`src/rtl/viterbi_frame_sequencer_if.sv`:
```
// Symbol stream handshake between the encoder-symbol source and the
// Viterbi frame sequencer. The source drives valid/data; the sequencer
// answers with ready.
interface viterbi_frame_sequencer_if;
  logic       sym_valid;
  logic [2:0] sym_in;
  logic       sym_ready;

  modport master (output sym_valid, output sym_in, input sym_ready);
  modport slave  (input sym_valid, input sym_in, output sym_ready);
endinterface

```
`src/rtl/viterbi_frame_sequencer.sv`:
```
// Front-end controller for the Viterbi decoder: accepts encoder symbols,
// presents them to the branch-distance unit with an ACS strobe, appends the
// zero termination symbols, runs the traceback window and pulses done.
module viterbi_frame_sequencer #(
  parameter int FRAME_LEN = 16,
  parameter int TAIL_LEN  = 2,
  parameter int TB_LEN    = 18,
  parameter int CNT_W     = 6
) (
  input  logic                     clk,
  input  logic                     res,
  input  logic                     start,
  viterbi_frame_sequencer_if.slave sym,
  output logic                     Y2N,
  output logic                     Y1N,
  output logic                     Y0N,
  output logic                     acs_en,
  output logic                     frame_first,
  output logic [CNT_W-1:0]         sym_idx,
  output logic                     tb_en,
  output logic                     tb_first,
  output logic                     busy,
  output logic                     done
);

  typedef enum logic [2:0] {
    S_IDLE,
    S_LOAD,
    S_FLUSH,
    S_TRACE,
    S_DONE
  } state_t;

  localparam logic [CNT_W-1:0] LAST_DATA = CNT_W'(FRAME_LEN - 1);
  localparam logic [CNT_W-1:0] LAST_TAIL = CNT_W'(FRAME_LEN + TAIL_LEN - 1);
  localparam logic [CNT_W-1:0] LAST_TB   = CNT_W'(TB_LEN - 1);

  state_t           r_state;
  state_t           w_nextState;
  logic [CNT_W-1:0] r_symCnt;
  logic [CNT_W-1:0] r_tbCnt;
  logic [2:0]       r_y;
  logic             r_acsEn;
  logic             r_frameFirst;
  logic [CNT_W-1:0] r_symIdx;
  logic             r_tbEn;
  logic             r_tbFirst;
  logic             r_busy;
  logic             r_done;

  logic [CNT_W-1:0] w_symCnt;
  logic [CNT_W-1:0] w_tbCnt;
  logic [2:0]       w_y;
  logic             w_acsEn;
  logic             w_frameFirst;
  logic [CNT_W-1:0] w_symIdx;
  logic             w_tbEn;
  logic             w_tbFirst;
  logic             w_busy;
  logic             w_done;
  logic             w_accept;

  // Ready is the only unregistered output: it follows the state directly.
  assign sym.sym_ready = (r_state == S_LOAD);
  assign w_accept      = (r_state == S_LOAD) && sym.sym_valid;

  // State register with synchronous active-low reset.
  always_ff @(posedge clk) begin
    if (!res) r_state <= S_IDLE;
    else      r_state <= w_nextState;
  end

  // Next-state decode; the last data symbol skips FLUSH when there is no tail.
  always_comb begin
    w_nextState = r_state;
    case (r_state)
      S_IDLE:  if (start) w_nextState = S_LOAD;
      S_LOAD:  if (w_accept && (r_symCnt == LAST_DATA))
                 w_nextState = (TAIL_LEN > 0) ? S_FLUSH : S_TRACE;
      S_FLUSH: if (r_symCnt == LAST_TAIL) w_nextState = S_TRACE;
      S_TRACE: if (r_tbCnt == LAST_TB) w_nextState = S_DONE;
      S_DONE:  w_nextState = S_IDLE;
      default: w_nextState = S_IDLE;
    endcase
  end

  // Next values of counters and outputs; Y and sym_idx hold when no symbol is issued.
  always_comb begin
    w_symCnt     = r_symCnt;
    w_tbCnt      = r_tbCnt;
    w_y          = r_y;
    w_acsEn      = 1'b0;
    w_frameFirst = 1'b0;
    w_symIdx     = r_symIdx;
    w_tbEn       = 1'b0;
    w_tbFirst    = 1'b0;
    w_busy       = (w_nextState != S_IDLE);
    w_done       = 1'b0;
    case (r_state)
      S_IDLE: begin
        if (start) begin
          w_symCnt = '0;
          w_tbCnt  = '0;
        end
      end
      S_LOAD: begin
        if (w_accept) begin
          w_y          = sym.sym_in;
          w_acsEn      = 1'b1;
          w_symIdx     = r_symCnt;
          w_frameFirst = (r_symCnt == '0);
          w_symCnt     = r_symCnt + CNT_W'(1);
        end
      end
      S_FLUSH: begin
        w_y      = 3'b000;
        w_acsEn  = 1'b1;
        w_symIdx = r_symCnt;
        w_symCnt = r_symCnt + CNT_W'(1);
      end
      S_TRACE: begin
        w_tbEn    = 1'b1;
        w_tbFirst = (r_tbCnt == '0);
        w_tbCnt   = r_tbCnt + CNT_W'(1);
      end
      S_DONE: begin
        w_done = 1'b1;
      end
      default: begin
        w_symCnt = '0;
        w_tbCnt  = '0;
      end
    endcase
  end

  // Output and counter registers; reset clears everything and drops any frame.
  always_ff @(posedge clk) begin
    if (!res) begin
      r_symCnt     <= '0;
      r_tbCnt      <= '0;
      r_y          <= 3'b000;
      r_acsEn      <= 1'b0;
      r_frameFirst <= 1'b0;
      r_symIdx     <= '0;
      r_tbEn       <= 1'b0;
      r_tbFirst    <= 1'b0;
      r_busy       <= 1'b0;
      r_done       <= 1'b0;
    end else begin
      r_symCnt     <= w_symCnt;
      r_tbCnt      <= w_tbCnt;
      r_y          <= w_y;
      r_acsEn      <= w_acsEn;
      r_frameFirst <= w_frameFirst;
      r_symIdx     <= w_symIdx;
      r_tbEn       <= w_tbEn;
      r_tbFirst    <= w_tbFirst;
      r_busy       <= w_busy;
      r_done       <= w_done;
    end
  end

  assign Y2N         = r_y[2];
  assign Y1N         = r_y[1];
  assign Y0N         = r_y[0];
  assign acs_en      = r_acsEn;
  assign frame_first = r_frameFirst;
  assign sym_idx     = r_symIdx;
  assign tb_en       = r_tbEn;
  assign tb_first    = r_tbFirst;
  assign busy        = r_busy;
  assign done        = r_done;

endmodule

```
`src/flat_wrapper.sv`:
```
// flat-port wrapper written by rule: the top's interface ports become plain ports
module viterbi_frame_sequencer_flat 
#(
  parameter int FRAME_LEN = 16,
  parameter int TAIL_LEN  = 2,
  parameter int TB_LEN    = 18,
  parameter int CNT_W     = 6
)
  (clk, res, start, Y2N, Y1N, Y0N, acs_en, frame_first, sym_idx, tb_en, tb_first, busy, done, sym_sym_valid, sym_sym_in, sym_sym_ready);
  viterbi_frame_sequencer_if sym_i ();
  input  logic clk;
  input  logic res;
  input  logic start;
  output logic Y2N;
  output logic Y1N;
  output logic Y0N;
  output logic acs_en;
  output logic frame_first;
  output logic [CNT_W-1:0] sym_idx;
  output logic tb_en;
  output logic tb_first;
  output logic busy;
  output logic done;
  input wire logic [$bits(sym_i.sym_valid)-1:0] sym_sym_valid;
  input wire logic [$bits(sym_i.sym_in)-1:0] sym_sym_in;
  output wire logic [$bits(sym_i.sym_ready)-1:0] sym_sym_ready;
  assign sym_i.sym_valid = sym_sym_valid;
  assign sym_i.sym_in = sym_sym_in;
  assign sym_sym_ready = sym_i.sym_ready;
  viterbi_frame_sequencer #(.FRAME_LEN(FRAME_LEN), .TAIL_LEN(TAIL_LEN), .TB_LEN(TB_LEN), .CNT_W(CNT_W)) u_core (.clk(clk), .res(res), .start(start), .sym(sym_i), .Y2N(Y2N), .Y1N(Y1N), .Y0N(Y0N), .acs_en(acs_en), .frame_first(frame_first), .sym_idx(sym_idx), .tb_en(tb_en), .tb_first(tb_first), .busy(busy), .done(done));
endmodule
```
`config.mk`:
```
export PLATFORM = sky130hd
export DESIGN_NAME = viterbi_frame_sequencer_flat
export DESIGN_NICKNAME = d
export VERILOG_FILES = /design/src/rtl/viterbi_frame_sequencer_if.sv /design/src/rtl/viterbi_frame_sequencer.sv /design/src/flat_wrapper.sv
export SDC_FILE = /design/constraint.sdc
export NUM_CORES = 1
export LEC_CHECK = 0
export CAP_MARGIN = 20
export CORE_MARGIN = 1
export CORE_UTILIZATION = 65
export DETAILED_ROUTE_END_ITERATION = 8
export DONT_BUFFER_PORTS = 1
export GPL_ROUTABILITY_DRIVEN = 0
export GPL_TIMING_DRIVEN = 0
export PLACE_DENSITY = 0.82
export SLEW_MARGIN = 20
export SYNTH_ARGS = -nofsm -noshare
export SYNTH_HDL_FRONTEND = slang
export SYNTH_SLANG_ARGS = --single-unit
```
`constraint.sdc`:
```
create_clock -name clk -period 5 [get_ports clk]
set_clock_uncertainty 0.2 [all_clocks]
set_input_delay 0.5 -clock clk [delete_from_list [all_inputs] [get_ports clk]]
set_output_delay 0.5 -clock clk [all_outputs]
set_load 0.01 [all_outputs]
```
==> metrics.txt, run 1 <==
Cell Chain, Critical Path=buf_2 -> nor3b_2; minimum clock period=1.981 ns; Setup crit start kind=register; worst-case reg-to-reg path depth=6; Pre-antenna DRT Iters=5; Netlist cell types=39; CP arrival=1.28 ns; Post-Layout Cell Count=186; Placeable Area=2002 µm²; Routed Antenna Nets=0; # fillers=143; Design Area, Final=1498 µm²; setup TNS=0 ns; Hold Crit Class=primary input to register; Max Transition Viols Final=0; fmax=504.9 MHz; Placement Rows=16; Lkg Pwr=0.5648 nW; Remaining Overflow, GRT=0; Critical R2R Capture=u_core.r_symCnt[5]; Mapped Cells=151; pre-CTS setup slack=3.103 ns; share of cells above drive strength 1=11.32%; Switching Share=24.79%; commonest non-fill, non-tap cell in the layout=dfxtp_1; vias per cell=6.167; Area growth syn-to-layout=6.685%; num ports=23; Worst path slowest cell=dfxtp_1; Post-synth EDFFs=0; peak supply drop=216.2 µV; H-tree depth=2; per-cell routed wire length=15.35 µm; GR Util All Layers=27.41%; final hold vios=0; Final Hold Slack=0.1467 ns; pwr dens=288.4 nW/µm²; initial antenna violation count=0; RSZ-0062 raised after global routing=false; MaxCap Viol Count=0; CTS resizes=0; DP Wirelength=2023 µm; final worst setup slack=3.019 ns; clock latency at the later pin of the worst-skew pair=0.33 ns; initial core utilization=70.12%; YS warnings=0; die height=48.48 µm; first-pass GRT wire length=4940 µm; Critical Path Source=u_core.r_state[0]; RR Startpoint=u_core.r_state[2]; total power=432.0 µW; top-area cell type share of the netlist area=42.78%; CP Class=register to output port; Crit path depth=2; register area share after synthesis=42.78%; Flop pwr share=57.3%; max incr delay on CP=0.38 ns; Synth area leader=dfxtp_1; Num CTS Buffers=5; largest net degree at the start of global routing=11; per-instance average area after synthesis=9.297 µm²; hold_buf cts=0; vias in the first global route=1082; CP max FO=10; Worst-Margin Slew=0.5528 ns; DIE WIDTH=48.48 µm; clock buffer depth=2; power share of the combinational group=7.8%; setup violators final=0; clock share of power=34.9%; reg-to-reg slack, setup=3.14 ns; DRC Markers=0; CTS clk-pin slew, worst paths=0.09 ns; DR iter-0 viols=36; status=finished, final reports clean; detailed-route via count=1147; final core occ=74.81%; top cells by area, synth=dfxtp_1 (43%), ha_1 (5.3%), nor2b_1 (5.3%), mux2i_1 (4.3%), a21oi_1 (2.9%); final net count=171; Routed WL=2856 µm; cell area after synthesis=1404 µm²; TritonCTS clock tree=yes; crit end category=output port; root buf cell=clkbuf_4; Crit path max-delay family=flip-flops; commonest non-fill, non-tap cells in the layout=dfxtp_1 (30), nor2b_1 (12), inv_1 (9); max_slew headroom=62.86%; Worst EP required=4.30 ns; Total Die Area=2350 µm²; Final Cycle Share=39.61%; #FFs+latches synth=30; postcts setup bufs=0; placed cell areas=1438 µm²; Async S/R FF share, synth=0%; Worst Path Buf+Inv=1; sw power=107.1 µW; Post-Place Cells=178; ys flop type=dfxtp_1; Pint=324.9 µW; syn nets=164; CP Capture Point=sym_sym_ready; IO buf count=0; CTS sink count=30; # diodes=0
-- final cells by class --
class	count	area (µm²)	area share (%)
Multi-Input combinational cell	104	725.7	48.45
Clock buffer	7	55.05	3.676
Sequential cell	30	600.6	40.10
Tap cell	27	33.78	2.256
Inverter	10	37.54	2.506
Clock inverter	1	5.005	0.3342
Buffer	7	40.04	2.673
-- how the worst min path moves through the flow --
| stage | start | endpoint | slack [ns] | depth (start not counted) |
|---|---|---|---|---|
| after floorplan | u_core.r_tbCnt[5] | u_core.r_tbCnt[5] | 0.26 | 2 |
| after global routing | sym_sym_in[1] | u_core.r_y[1] | 0.16 | 2 |
| after detailed placement | u_core.r_tbCnt[4] | u_core.tb_first | 0.29 | 1 |
| after CTS | sym_sym_in[0] | u_core.r_y[0] | 0.14 | 2 |
| after global placement | u_core.r_tbCnt[5] | u_core.r_tbCnt[5] | 0.28 | 2 |
| final | sym_sym_in[0] | u_core.r_y[0] | 0.15 | 2 |
-- power groups by stage --
stage                     clock, mW  sequential, mW  combinational, mW
after floorplan                   0           0.252             0.0272
after CTS                     0.151           0.248             0.0336
final                         0.151           0.248             0.0338
after detailed placement          0           0.253             0.0333
after global placement            0           0.253             0.0319
after global routing          0.161           0.248             0.0378
-- synth_stat cells (2+ instances only) --
library cell,n
dfxtp_1,30
nor2b_1,12
inv_1,9
a21oi_1,8
nand3_1,8
nor2_1,7
ha_1,6
mux2i_1,6
o21ai_0,6
a22oi_1,4
and2_1,4
and3_1,4
nand2_1,4
nand2b_1,4
or3_1,4
a21oi_2,3
clkbuf_1,3
o31ai_1,3
a32o_1,2
buf_2,2
nand4b_1,2
nor3_1,2
xnor2_1,2
-- cells by family (layout without fill, tap and decap cells) --
group	after synthesis	in the layout	share of synthesized area [%]
simple gates	57	57	24.69
compound gates	32	32	15.51
flops	30	30	42.78
buf+inv	17	25	5.526
fa+ha+maj	6	6	5.347
mux	6	6	4.278
xor+xnor	3	3	1.872
-- state kept, by name, indices dropped and copies added (netlist names) --
name and cells:
u_core.r_y 3, u_core.tb_first 1, u_core.busy 1, u_core.r_state 3, u_core.frame_first 1, u_core.done 1
u_core.r_tbCnt 6, u_core.tb_en 1, u_core.sym_idx 6, u_core.r_symCnt 6, u_core.acs_en 1
-- per-layer routing --
| layer | share of wire [%] | vias to the layer above | wire length, µm | global-route usage [%] |
|---|---|---|---|---|
| met5 | 0 | - | 0 | 0 |
| met4 | 1.1 | 0 | 30 | 13.24 |
| met3 | 8.4 | 6 | 239 | 8.176 |
| met2 | 51 | 58 | 1447 | 45.07 |
| met1 | 40 | 532 | 1138 | 32.67 |
| li1 | - | 551 | - | - |
(Power assumes the default switching activity.)
==> inputs of run 2 (changes only) <==
--- a/config.mk
+++ b/config.mk
@@ -7,12 +7,12 @@
 export LEC_CHECK = 0
 export CAP_MARGIN = 20
 export CORE_MARGIN = 1
-export CORE_UTILIZATION = 65
+export CORE_UTILIZATION = 61
 export DETAILED_ROUTE_END_ITERATION = 8
 export DONT_BUFFER_PORTS = 1
 export GPL_ROUTABILITY_DRIVEN = 0
 export GPL_TIMING_DRIVEN = 0
-export PLACE_DENSITY = 0.82
+export PLACE_DENSITY = 0.78
 export SLEW_MARGIN = 20
 export SYNTH_ARGS = -nofsm -noshare
 export SYNTH_HDL_FRONTEND = slang
==> constraint.sdc (replaced) <==
create_clock -name clk -period 1.98 [get_ports clk]
set_clock_uncertainty 0.2 [all_clocks]
set_input_delay 0.198 -clock clk [delete_from_list [all_inputs] [get_ports clk]]
set_output_delay 0.198 -clock clk [all_outputs]
set_load 0.01 [all_outputs]
==> run 2 against run 1 <==
Net effect:
- cell count grew 2.2%
- first-iteration DRC count down 19%
- power grew 150%
- setup slack got worse by 2.9 ns
- hold slack got worse by 0.0082 ns
- global-route usage fell by 1.0 points
- sequential cell count stayed put
- non-clock buffer count grew 5
- register-to-register slack got worse by 3.1 ns
- count of clock-buffer cells in the layout is 1 lower
- utilization decreased by 4.0 points
- sequential share of layout area is 1.4 points lower
- largest power group unchanged
- highest routed layer unchanged
==> metrics.txt, run 2 (same netlist as run 1, synthesis figures left out) <==
DRC Markers=0 (unchanged); root buf cell=clkbuf_4; initial core utilization=64.08% (-6.0 points); Post-Place Cells=179 (+0.56%); CP max FO=10 (unchanged); DP Wirelength=1987 µm (-1.8%); crit end category=register; CP arrival=1.95 ns (+0.67 ns); initial antenna violation count=0 (unchanged); final hold vios=0 (unchanged); placed cell areas=1439 µm² (about the same); pwr dens=688.2 nW/µm² (+140%); detailed-route via count=1148 (+0.087%); Design Area, Final=1551 µm² (+3.6%); DR iter-0 viols=29 (-19%); setup violators final=0 (unchanged); CP Class=register to register; clock buffer depth=2 (unchanged); Routed WL=2865 µm (+0.32%); setup TNS=0 ns (unchanged); peak supply drop=518.4 µV (+140%); GR Util All Layers=26.37% (-1.0 points); Max Transition Viols Final=0 (unchanged); final worst setup slack=0.08264 ns (-2.937 ns); largest net degree at the start of global routing=11 (unchanged); Total Die Area=2497 µm² (+6.3%); vias per cell=6.042 (-2.0%); first-pass GRT wire length=4774 µm (-3.4%); final net count=176 (+2.9%); Hold Crit Class=primary input to register; pre-CTS setup slack=0.1346 ns (-2.968 ns); Cell Chain, Critical Path=buf_4 -> inv_2 -> a32o_1 -> buf_6 -> or4_4 -> a21oi_2; max_slew headroom=67.74% (+4.9 points); Pre-antenna DRT Iters=6 (+1); Remaining Overflow, GRT=0 (unchanged); Lkg Pwr=0.5805 nW (+2.8%); commonest non-fill, non-tap cells in the layout=dfxtp_1 (30), nor2b_1 (12), inv_1 (9); vias in the first global route=1088 (+0.55%); Area growth syn-to-layout=10.52%; Setup crit start kind=register; CTS sink count=30 (unchanged); Post-Layout Cell Count=190 (+2.2%); Placement Rows=17 (+1); RSZ-0062 raised after global routing=false; status=finished, final reports clean; Worst Path Buf+Inv=3 (+2); DIE WIDTH=49.97 µm (+3.1%); H-tree depth=2 (unchanged); Num CTS Buffers=5 (unchanged); CTS clk-pin slew, worst paths=0.09 ns (about the same); fmax=527.0 MHz; max incr delay on CP=0.51 ns (+0.13 ns); Routed Antenna Nets=0 (unchanged); Final Cycle Share=95.83%; Placeable Area=2191 µm² (+9.4%); die height=49.97 µm (+3.1%); TritonCTS clock tree=yes; per-cell routed wire length=15.08 µm (-1.8%); share of cells above drive strength 1=11.11% (-0.21 points); Worst EP required=2.04 ns (-2.26 ns); # diodes=0 (unchanged); clock latency at the later pin of the worst-skew pair=0.32 ns (about the same); IO buf count=0 (unchanged); MaxCap Viol Count=0 (unchanged); Worst-Margin Slew=0.4839 ns (-0.06891 ns); total power=1.068 mW (+150%); num ports=23 (unchanged); Worst path slowest cell=or4_4; Crit path max-delay family=simple AND/OR/NAND/NOR gates; minimum clock period=1.897 ns; commonest non-fill, non-tap cell in the layout=dfxtp_1
[run 2: path summary, 6_finish.rpt]
path / slack, ns / start / cells after the start / end
worst min register to register: 0.30 / u_core.r_tbCnt[5] / 2 / u_core.r_tbCnt[5]
worst min-delay path: 0.14 / sym_sym_valid / 3 / u_core.acs_en
worst max register to register: 0.08 / u_core.r_state[2] / 6 / u_core.r_symCnt[5]
worst max-delay path: 0.08 / u_core.r_state[2] / 6 / u_core.r_symCnt[5]
[run 2: where the power goes]
part / internal (mW) / switching (mW) / leakage (nW)
clock network: 0.160 / 0.186 / 0.0302
logic: 0.0441 / 0.0534 / 0.308
registers: 0.613 / 0.0115 / 0.243
[run 2: worst register-to-register path, stage by stage, from the launching register on]
cell     delay, ns
dfxtp_1       0.34
buf_4         0.18
inv_2         0.06
a32o_1        0.26
buf_6         0.14
or4_4         0.51
a21oi_2       0.14
[run 2: repair_timing]
item	in CTS	in global routing
hold buffers	5	0
gates resized for setup	0	2
endpoints found under the setup margin	0	4
endpoints found under the hold margin	7	0
buffers inserted	0	0
[run 2: layout make-up]
cell class | count | area, µm²
buffer | 7 | 40.04
tap | 28 | 35.03
multi-input combinational | 104 | 737.0
sequential | 30 | 600.6
inverter | 10 | 37.54
clock buffer | 6 | 51.30
fill | 160 | 639.4
timing repair buffer | 5 | 50.05
[run 2: per-layer routing]
metal / vias up / GRT usage, % / routed length (µm)
met2: 35 / 43.24 / 1473
met4: 0 / 15.71 / 56
met1: 552 / 28.65 / 1192
li1: 552 / - / -
met5: - / 0 / 0
met3: 9 / 9.877 / 142
[run 2: per-stage QoR]
stage	utilization (%)	hold slack, ns
2_1_floorplan	-	0.1470
3_3_place_gp	65.68	0.1748
3_5_place_dp	65.68	0.1791
4_1_cts	70.30	0.1055
5_1_grt	70.82	0.1293
6_report	70.82	0.1385
==> inputs of run 3 (changes only) <==
--- a/config.mk
+++ b/config.mk
@@ -6,13 +6,14 @@
 export NUM_CORES = 1
 export LEC_CHECK = 0
 export CAP_MARGIN = 20
-export CORE_MARGIN = 1
+export CORE_MARGIN = 3
 export CORE_UTILIZATION = 61
 export DETAILED_ROUTE_END_ITERATION = 8
 export DONT_BUFFER_PORTS = 1
 export GPL_ROUTABILITY_DRIVEN = 0
 export GPL_TIMING_DRIVEN = 0
 export PLACE_DENSITY = 0.78
+export SKIP_LAST_GASP = 1
 export SLEW_MARGIN = 20
 export SYNTH_ARGS = -nofsm -noshare
 export SYNTH_HDL_FRONTEND = slang
==> run 3 against run 2 <==
Net effect:
- via count down 1.1%
- sequential cell count stayed put
- maximum frequency shrank 1.3%
- wire length rose by 4.8%
- cell count did not move
- hold slack lost 0.12 ns
- clock power decreased by 5.8%
- global-route usage down 3.0 points
==> metrics.txt, run 3 (same netlist as run 1, synthesis figures left out) <==
share of cells above drive strength 1=10.43% (-0.68 points); Max Transition Viols Final=0 (unchanged); DP Wirelength=2099 µm (+5.7%); CTS sink count=30 (unchanged); DR iter-0 viols=31 (+6.9%); peak supply drop=587.2 µV (+13%); final net count=176 (unchanged); clock latency at the later pin of the worst-skew pair=0.33 ns (about the same); first-pass GRT wire length=4809 µm (+0.73%); Remaining Overflow, GRT=0 (unchanged); status=finished, final reports clean; IO buf count=0 (unchanged); Total Die Area=2913 µm² (+17%); per-cell routed wire length=15.80 µm (+4.8%); initial core utilization=68.08% (+4.0 points); DRC Markers=0 (unchanged); vias per cell=5.974 (-1.1%); Routed Antenna Nets=0 (unchanged); vias in the first global route=1070 (-1.7%); CP Class=register to register; CP arrival=1.99 ns (+0.04 ns); # diodes=0 (unchanged); Final Cycle Share=97.10% (+1.3 points); Worst-Margin Slew=0.4789 ns (-0.004994 ns); Area growth syn-to-layout=9.982%; final hold vios=0 (unchanged); Lkg Pwr=0.5757 nW (-0.83%); CTS clk-pin slew, worst paths=0.09 ns (about the same); root buf cell=clkbuf_4; Pre-antenna DRT Iters=4 (-2); Crit path depth=6 (unchanged); Flop pwr share=59.5% (+1.0 points); GR Util All Layers=23.40% (-3.0 points); Crit path max-delay family=simple AND/OR/NAND/NOR gates; die height=53.97 µm (+8.0%); worst-case reg-to-reg path depth=6 (unchanged); Post-Layout Cell Count=190 (unchanged); Critical Path Source=u_core.r_state[2]; CP Capture Point=u_core.r_symCnt[5]; area of the multi-input gates=737.0 µm² (unchanged); minimum clock period=1.923 ns (+0.02529 ns); met1 Track Usage GR=29.37% (+0.72 points); clock share of power=31.1% (-1.3 points); Hold Crit Class=primary input to register; met2 usage=35.89% (-7.4 points); Pint=791.0 µW (-3.2%); Placeable Area=2062 µm² (-5.9%); Worst path slowest cell=or4_4; DIE WIDTH=53.97 µm (+8.0%); largest net degree at the start of global routing=11 (unchanged); reg-to-reg slack, setup=0.06 ns (-0.03 ns); Placement Rows=16 (-1); max incr delay on CP=0.51 ns (about the same); clock buffer depth=2 (unchanged); commonest non-fill, non-tap cell in the layout=dfxtp_1; commonest non-fill, non-tap cells in the layout=dfxtp_1 (30), nor2b_1 (12), inv_1 (9); Setup crit start kind=register; Cell Chain, Critical Path=buf_4 -> inv_2 -> a32o_1 -> buf_6 -> or4_4 -> a21oi_2; # fillers=171 (+6.9%); final worst setup slack=0.05735 ns (-0.02529 ns); max_slew headroom=68.07% (+0.33 points); Switching Share=24.58% (+1.1 points); Critical R2R Capture=u_core.r_symCnt[5]; Num CTS Buffers=5 (unchanged); initial antenna violation count=0 (unchanged); setup violators final=0 (unchanged); crit end category=register; pre-CTS setup slack=0.1183 ns (-0.01633 ns); TritonCTS clock tree=yes; RR Startpoint=u_core.r_state[2]; Post-Place Cells=178 (-0.56%); Reg area=600.6 µm² (unchanged); M3 GR Usage=6.371% (-3.5 points); global route hottest layer=met2; sw power=257.8 µW (+2.7%); pwr dens=679.3 nW/µm² (-1.3%); RSZ-0062 raised after global routing=true; num ports=23 (unchanged); H-tree depth=2 (unchanged); MaxCap Viol Count=0 (unchanged); fmax=520.1 MHz (-1.3%); detailed-route via count=1135 (-1.1%); Routed WL=3002 µm (+4.8%); Worst EP required=2.04 ns (about the same); Worst Path Buf+Inv=3 (unchanged); CP max FO=10 (unchanged); power share of the combinational group=9.4% (+0.3 points)
run 3: cell types whose count changed in the layout (fill, tap and decap cells not counted):
cell,previous run,this run
clkbuf_1,3,5
clkbuf_8,1,0
run 3: final cells by class:
| class | count | share of cell area [%] |
|---|---|---|
| buffer | 7 | 2.593 |
| inverter | 10 | 2.431 |
| multi-input combinational | 104 | 47.73 |
| tap | 27 | 2.188 |
| sequential | 30 | 38.90 |
| timing repair buffer | 5 | 3.241 |
| clock buffer | 7 | 2.917 |
run 3: how the worst min path moves through the flow:
stage | to | start | slack, ns | cells after the start
2_1_floorplan | u_core.busy | start | 0.15 | 2
3_3_place_gp | u_core.r_y[2] | sym_sym_in[2] | 0.18 | 2
3_5_place_dp | u_core.r_y[0] | sym_sym_in[0] | 0.18 | 2
4_1_cts | u_core.frame_first | sym_sym_valid | 0.02 | 3
5_1_grt | u_core.frame_first | sym_sym_valid | 0.06 | 3
6_report | u_core.frame_first | sym_sym_valid | 0.02 | 3
run 3: power groups by stage:
stage / logic (mW) / registers, mW / clock network [mW]
2_1_floorplan: 0.0686 / 0.637 / 0
3_3_place_gp: 0.0814 / 0.638 / 0
3_5_place_dp: 0.0853 / 0.639 / 0
4_1_cts: 0.0952 / 0.624 / 0.329
5_1_grt: 0.108 / 0.626 / 0.358
6_report: 0.0983 / 0.625 / 0.326
run 3: tightest hold or removal path, stage by stage:
cell and delay (ns):
and2_1 0.18, nand2_1 0.08, nor4_1 0.05
run 3: layer usage:
layer,part of all wire [%],routed length [µm]
met2,47,1414
met1,44,1330
met4,2.1,63
met5,0,0
met3,6.4,192
run 3: stage by stage:
| step | utilization [%] | total power [mW] | hold WS (ns) | setup TNS (ns) | instance area [µm²] |
|---|---|---|---|---|---|
| after global routing | 74.88 | 1.093 | 0.05825 | -0.008622 | 1544 |
| after global placement | 69.72 | 0.7196 | 0.1753 | 0 | 1438 |
| after floorplan | - | 0.7054 | 0.1470 | 0 | 1404 |
| final | 74.88 | 1.049 | 0.02269 | 0 | 1544 |
| after detailed placement | 69.72 | 0.7241 | 0.1800 | 0 | 1438 |
| after CTS | 74.33 | 1.049 | 0.02359 | 0 | 1533 |
run 3: what timing repair did:
action | CTS | global route
endpoints found under the setup margin | 0 | 3
endpoints found under the hold margin | 6 | 0
setup buffers | 0 | 0
gates resized for setup | 0 | 2
hold buffers | 5 | 0
